File: src/rtl/alu_core.sv
// alu_core: registered 32-bit ALU for the single-operand lab datapath.
//   clk      : system clock, rising edge
//   rst_n    : asynchronous active-low reset (res=0, zero=1, overflow=0)
//   num1     : 8-bit operand A source, sign-extended to 32 bits
//   op       : 3-bit operation select (add/sub/and/or/not/slt, 110/111 reserved)
//   res      : registered 32-bit result
//   zero     : registered flag, set when the value loaded into res is 0
//   overflow : registered signed-overflow flag for add/sub, 0 otherwise
module alu_core #(
  parameter logic [31:0] B_VAL = 32'h0000_0001
) (
  input  logic        clk,
  input  logic        rst_n,
  input  logic [7:0]  num1,
  input  logic [2:0]  op,
  output logic [31:0] res,
  output logic        zero,
  output logic        overflow
);

  typedef enum logic [2:0] {
    OP_ADD = 3'b000,
    OP_SUB = 3'b001,
    OP_AND = 3'b010,
    OP_OR  = 3'b011,
    OP_NOT = 3'b100,
    OP_SLT = 3'b101
  } op_e;

  logic [31:0] a;
  logic [31:0] b;
  logic [31:0] nxt_res;
  logic        nxt_ovf;

  assign a = {{24{num1[7]}}, num1};
  assign b = B_VAL;

  always_comb begin
    nxt_res = '0;
    nxt_ovf = 1'b0;
    case (op_e'(op))
      OP_ADD: begin
        nxt_res = a + b;
        nxt_ovf = (a[31] == b[31]) && (nxt_res[31] != a[31]);
      end
      OP_SUB: begin
        nxt_res = a - b;
        nxt_ovf = (a[31] != b[31]) && (nxt_res[31] != a[31]);
      end
      OP_AND:  nxt_res = a & b;
      OP_OR:   nxt_res = a | b;
      OP_NOT:  nxt_res = ~a;
      OP_SLT:  nxt_res = ($signed(a) < $signed(b)) ? 32'h1 : 32'h0;
      default: begin
        nxt_res = '0;
        nxt_ovf = 1'b0;
      end
    endcase
  end

  // zero is derived from the same next value loaded into res so both stay aligned.
  always_ff @(posedge clk or negedge rst_n) begin
    if (!rst_n) begin
      res      <= '0;
      zero     <= 1'b1;
      overflow <= 1'b0;
    end else begin
      res      <= nxt_res;
      zero     <= (nxt_res == '0);
      overflow <= nxt_ovf;
    end
  end

endmodule

File: config.mk
export PLATFORM = sky130hd
export DESIGN_NAME = alu_core
export DESIGN_NICKNAME = d
export VERILOG_FILES = /design/src/rtl/alu_core.sv
export SDC_FILE = /design/constraint.sdc
export NUM_CORES = 1
export LEC_CHECK = 0
export ABC_CLOCK_PERIOD_IN_PS = 1500
export BUFFER_PORTS_ARGS = -buffer_cell sky130_fd_sc_hd__clkbuf_2
export CAP_MARGIN = 20
export CORE_MARGIN = 1.5
export CORE_UTILIZATION = 53
export CTS_BUF_LIST = sky130_fd_sc_hd__clkbuf_2 sky130_fd_sc_hd__clkbuf_4 sky130_fd_sc_hd__clkbuf_8
export DETAILED_ROUTE_END_ITERATION = 10
export PLACE_DENSITY = 0.95
export RECOVER_POWER = 50
export SETUP_SLACK_MARGIN = 0.5
export SYNTH_ARGS = -nofsm -noshare
export SYNTH_HDL_FRONTEND = slang
export SYNTH_SLANG_ARGS = --single-unit
File: constraint.sdc
create_clock -name clk -period 1.5 [get_ports clk]
set_input_delay 0.15 -clock clk [delete_from_list [all_inputs] [get_ports clk]]
set_output_delay 0.15 -clock clk [all_outputs]
set_load 0.005 [all_outputs]
### Yosys cells after proc, flatten, opt, wreduce, memory -nomap -nowiden

Index checks and enable logic that the tools add are counted.

| cells by class | value |
|---|---|
| multipliers | 0 |
| equality and inequality tests | 7 |
| magnitude comparators | 1 |
| shift-type cells | 0 |
| bitwise gates (word level) | 2 |
| reduce and logical (&&, ||, !) cells | 4 |
| div/mod/pow operators | 0 |
| add/sub/neg operators | 2 |
| mux-type cells | 3 |

Operators by type and width:

| operator | number |
|---|---|
| 32-bit one-hot mux with 6 select lines | 1 |
| 32-bit zero test | 1 |
| 32-bit inverter | 1 |
| 8-bit by 2-bit adder with 9-bit output (second input constant) | 1 |
| 8-bit by 2-bit subtractor with 9-bit output (second input constant) | 1 |
| 8-bit by 2-bit less-than comparator with 1-bit output (second input constant) | 1 |
| 3-bit by 2-bit == test with 1-bit output (second input constant) | 2 |
| 3-bit == test (second input constant) | 2 |
| 3-bit by 1-bit == test with 1-bit output (second input constant) | 1 |
| 3-bit zero test | 1 |
| 1-bit logical AND | 2 |
| 1-bit != test | 2 |
| 1-bit one-hot mux with 2 select lines | 1 |
| 1-bit 2-to-1 mux | 1 |
| 1-bit inverter | 1 |

| word-level totals | value |
|---|---|
| memories kept | 0 |
| bits of input ports | 13 |
| register bits | 34 |
| bits in writable memories | 0 |
| ROM bits | 0 |
| bits in latches | 0 |
| word-level logic and storage cells | 22 |

### Longest topological paths before layout

| logic depth | value |
|---|---|
| depth after elaboration | 4 |
| mapped depth | 11 |

### Worst setup path before layout

Ideal clock, no wire load.

| timing path | value |
|---|---|
| path kind | input to register |
| start point | input num1[4] |
| end point | register zero |
| library setup time | 0.090 ns |
| arrival | 2.272 ns |
| buffers on the path | 1 |
| required time | 1.410 ns |
| path slack | -0.862 ns |
| stages | 10 |
| cells stage by stage | clkbuf_2 or4_4 nor4_1 ha_1 nand2b_1 nand3_1 a21oi_1 a21o_1 or4_1 nor4_2 |

RTL lines:

| element | line | RTL |
|---|---|---|
| from (decl) | 14 | `input logic [7:0] num1,` |
| 8-bit by 2-bit subtractor with 9-bit output or 8-bit by 2-bit adder with 9-bit output (tied branches) | 47, 43 |  |
| 32-bit one-hot mux with 6 select lines * | 41 | `case (op_e'(op))` |
| net nxt_res[10] | 32 | `logic [31:0] nxt_res;` |
| 32-bit zero test * | 69 | `zero <= (nxt_res == '0);` |
| to (signal assigned) | 69 |  |
| to (decl) | 17 | `output logic zero,` |

Mark *: on every way through the listed nets, which the timed path passes. The rest lies on a longest branch.

### Final worst setup path

| timing path | value |
|---|---|
| start point | input num1[5] |
| end point | register zero |

The elaborated chain is that of the path after synthesis.

==> run summary <==
DP Area: 0.00138 mm²
Place WS: -1.01 ns
Final WS setup: -0.724 ns
Initial DRC Count: 152
Netlist Area Pre-Place: 0.00107 mm²
Violated checks: setup timing
Post-synthesis cell type count: 42
Routed WL: 5670 µm
Initial antenna violation count: 0
Vias: 1,508
CP Data Arrival Time: 2.41 ns
Maxcap violations: 0
H-tree depth: 1
Boundary pin count: 47
Max-slew violation count: 0
Placed cells: 206
Final period utilization: 148%
Clock sinks: 11
Cells after Synth: 134
Seq/Total Area, Yosys: 25.8%
Vias in the first global route: 1,073
CP cell instances: buf_6 -> or4_4 -> nor4_4 -> ha_1 -> nand2b_4 -> nand3_2 -> a21oi_2 -> a21o_1 -> or4_4 -> nor4_2
Site Rows: 16
Fin cells: 224
Crit path top cell by count: or4_4
Slew HR: 55.5%
Clock buffer depth: 2
Post-synth top area share: 23.3%
CP max-delay cell: or4_4
CP max FO: 2
Routed WL per cell: 25.3 µm
Area delta synth->final: 74.2%
Fill cells: 42
Tightest Hold Check Type: in2reg
Leak pwr: 0.871 nW
Routability cong.: 0.970
FMAX: 450 MHz
Min Hold Slack: 0.238 ns
Vias per cell: 6.73
Reg clk slew, reported paths: 0.09 ns
RSZ-0062 raised after global routing: true
Pwr Total: 1.13 mW
Synth area leaders: dfrtp_1, buf_4, ha_1, a31oi_1, nor2_1
Tot GR Track Use: 31.4%
Kind of critical path: in2reg
DR pass1 iterations: 4
Mapped Avg Cell Area: 8.01 µm²
Slew of the pin with the lowest slew margin: 0.667 ns
Final nets: 215
DRT antenna net count: 0
IO Port Bufs: 46
Die width: 48.0 µm
Ys Warns: 0
Post-layout min period: 2.22 ns
Grt ovf: 0
Initial Utilization: 55.3%
Final hold violations: 0
Die area: 0.00230 mm²
Outcome: complete, but fails checks
Critical Path RT: 1.68 ns
Post-Syn Nets: 151
Detail Placement HPWL: 2050 µm
PD cells: 605 mW/mm²
Residual DRC: 0
Largest net degree at the start of global routing: 15
Die Height: 48.0 µm
Num CTS Buffers: 3
Synthesized flop and latch total: 11
Worst vdd ir: 491 µV
Core Area: 0.00194 mm²
Startpoint Class: input port
First-pass GRT wire length: 5040 µm
Post-synth top area cell: dfrtp_1
Clock root buffer: clkbuf_4
Ant diodes: 0
Final setup TNS: -1.10 ns
TritonCTS clock tree: yes
Largest stage delay on the critical path: 0.57 ns
Layout cell share with drive strength beyond 1: 56.3%
Final Instance Area: 0.00187 mm²
Final setup violation count: 3
CP endpoint kind: flip-flop
Fin util: 96.3%
-- sequential cells by signal, summed over array words and instances (netlist names) --
register and count:
res 9, overflow 1, zero 1
-- worst max-delay path: cells and delay by family --
kind | cells | cell delay, ns
compound gates | 2 | 0.22
simple gates | 6 | 1.67
buf+inv | 1 | 0.10
fa+ha+maj | 1 | 0.27
-- logic make-up (layout without fill, tap and decap cells) --
family,Yosys count,after routing,synth area share (%)
buf+inv,38,101,22.4
mux,1,1,0.932
simple gates,49,49,26.7
flops,11,11,25.8
compound gates,29,29,18.0
xor+xnor,2,2,1.63
fa+ha+maj,4,4,4.66
-- layout make-up --
cell class	instances	area [µm²]	area share [%]
repair buffers	91	825	44.1
clock buffers	4	30.0	1.61
well taps	27	33.8	1.81
multi-input cells	85	677	36.2
inverters	6	27.5	1.47
flip-flops and latches	11	278	14.8
-- metal layers --
| layer | GRT usage (%) | wire length, µm | vias to the layer above |
|---|---|---|---|
| met5 | 0 | 0 | - |
| met4 | 15.1 | 517 | 0 |
| met3 | 5.28 | 836 | 61 |
| met2 | 53.9 | 2620 | 187 |
| met1 | 37.6 | 1700 | 673 |
| li1 | - | - | 587 |
-- cells in the mapped netlist --
library cell / n
nand4_1: 3
inv_2: 1
o32ai_1: 2
buf_2: 5
a21oi_1: 4
and3_1: 3
or3_1: 4
dfstp_2: 1
buf_4: 24
mux2i_1: 1
nor2b_1: 1
a2bb2oi_1: 1
nor3_1: 3
nand2b_1: 4
clkbuf_1: 2
ha_1: 4
or4_4: 1
nand4b_1: 1
nor4_2: 2
o2111ai_1: 1
inv_1: 5
nand2_1: 6
nor4_1: 1
dfrtp_1: 10
o21a_1: 1
o22ai_1: 1
nand3_1: 5
or4_1: 2
o21ai_1: 1
o211ai_1: 2
a311o_1: 1
o221a_1: 1
or2_1: 1
nor4b_1: 1
a21boi_1: 1
clkbuf_2: 1
nor2_1: 10
nand4bb_1: 1
xor2_1: 2
o21ai_0: 6
a21o_1: 1
a31oi_1: 6
-- placed cells by master, fill, tap and decap left out, types with 2 or more instances in the layout --
cell type / Yosys / routed
clkbuf_2: 1 / 6
o21ai_0: 6 / 2
inv_4: 0 / 2
buf_6: 0 / 37
a31oi_1: 6 / 5
o211ai_1: 2 / 2
nand2b_1: 4 / 3
or3_1: 4 / 3
or4_4: 1 / 3
inv_1: 5 / 3
nor4_4: 0 / 2
nand2_1: 6 / 5
xor2_1: 2 / 2
buf_4: 24 / 32
dfrtp_1: 10 / 9
nor2_1: 10 / 10
ha_1: 4 / 3
nand4_1: 3 / 3
and3_1: 3 / 2
o21ai_1: 1 / 4
a21oi_1: 4 / 2
clkbuf_1: 2 / 9
o32ai_1: 2 / 2
a21oi_2: 0 / 2
clkbuf_4: 0 / 4
nand3_1: 5 / 4
buf_8: 0 / 4
-- report_power, final --
| part | internal [mW] | switching [mW] | total (mW) | leakage, nW |
|---|---|---|---|---|
| registers | 0.320 | 0.0141 | 0.335 | 0.139 |
| logic | 0.285 | 0.265 | 0.550 | 0.714 |
| clock network | 0.121 | 0.126 | 0.247 | 0.0184 |
| total | 0.727 | 0.405 | 1.13 | 0.871 |
-- path summary, 6_finish.rpt --
| kind | startpoint | end | slack [ns] | cells after the start |
|---|---|---|---|---|
| setup / recovery | num1[5] | zero$_DFF_PN1_ | -0.72 | 10 |
| max in group asynchronous | rst_n | res[30]$_DFF_PN0_ | 0.60 | 2 |
| min in group asynchronous | rst_n | res[4]$_DFF_PN0_ | 0.43 | 2 |
| hold / removal | op[1] | overflow$_DFF_PN0_ | 0.24 | 3 |
-- what timing repair did --
item | CTS | global route
gates cloned | 1 | 1
buffers inserted | 7 | 4
gates resized for setup | 26 | 58
hold buffers | 1 | 0
endpoints found under the setup margin | 35 | 35
endpoints found under the hold margin | 11 | 0
pin swaps | 5 | 9
Note: power is estimated with default switching activity, not from simulation.
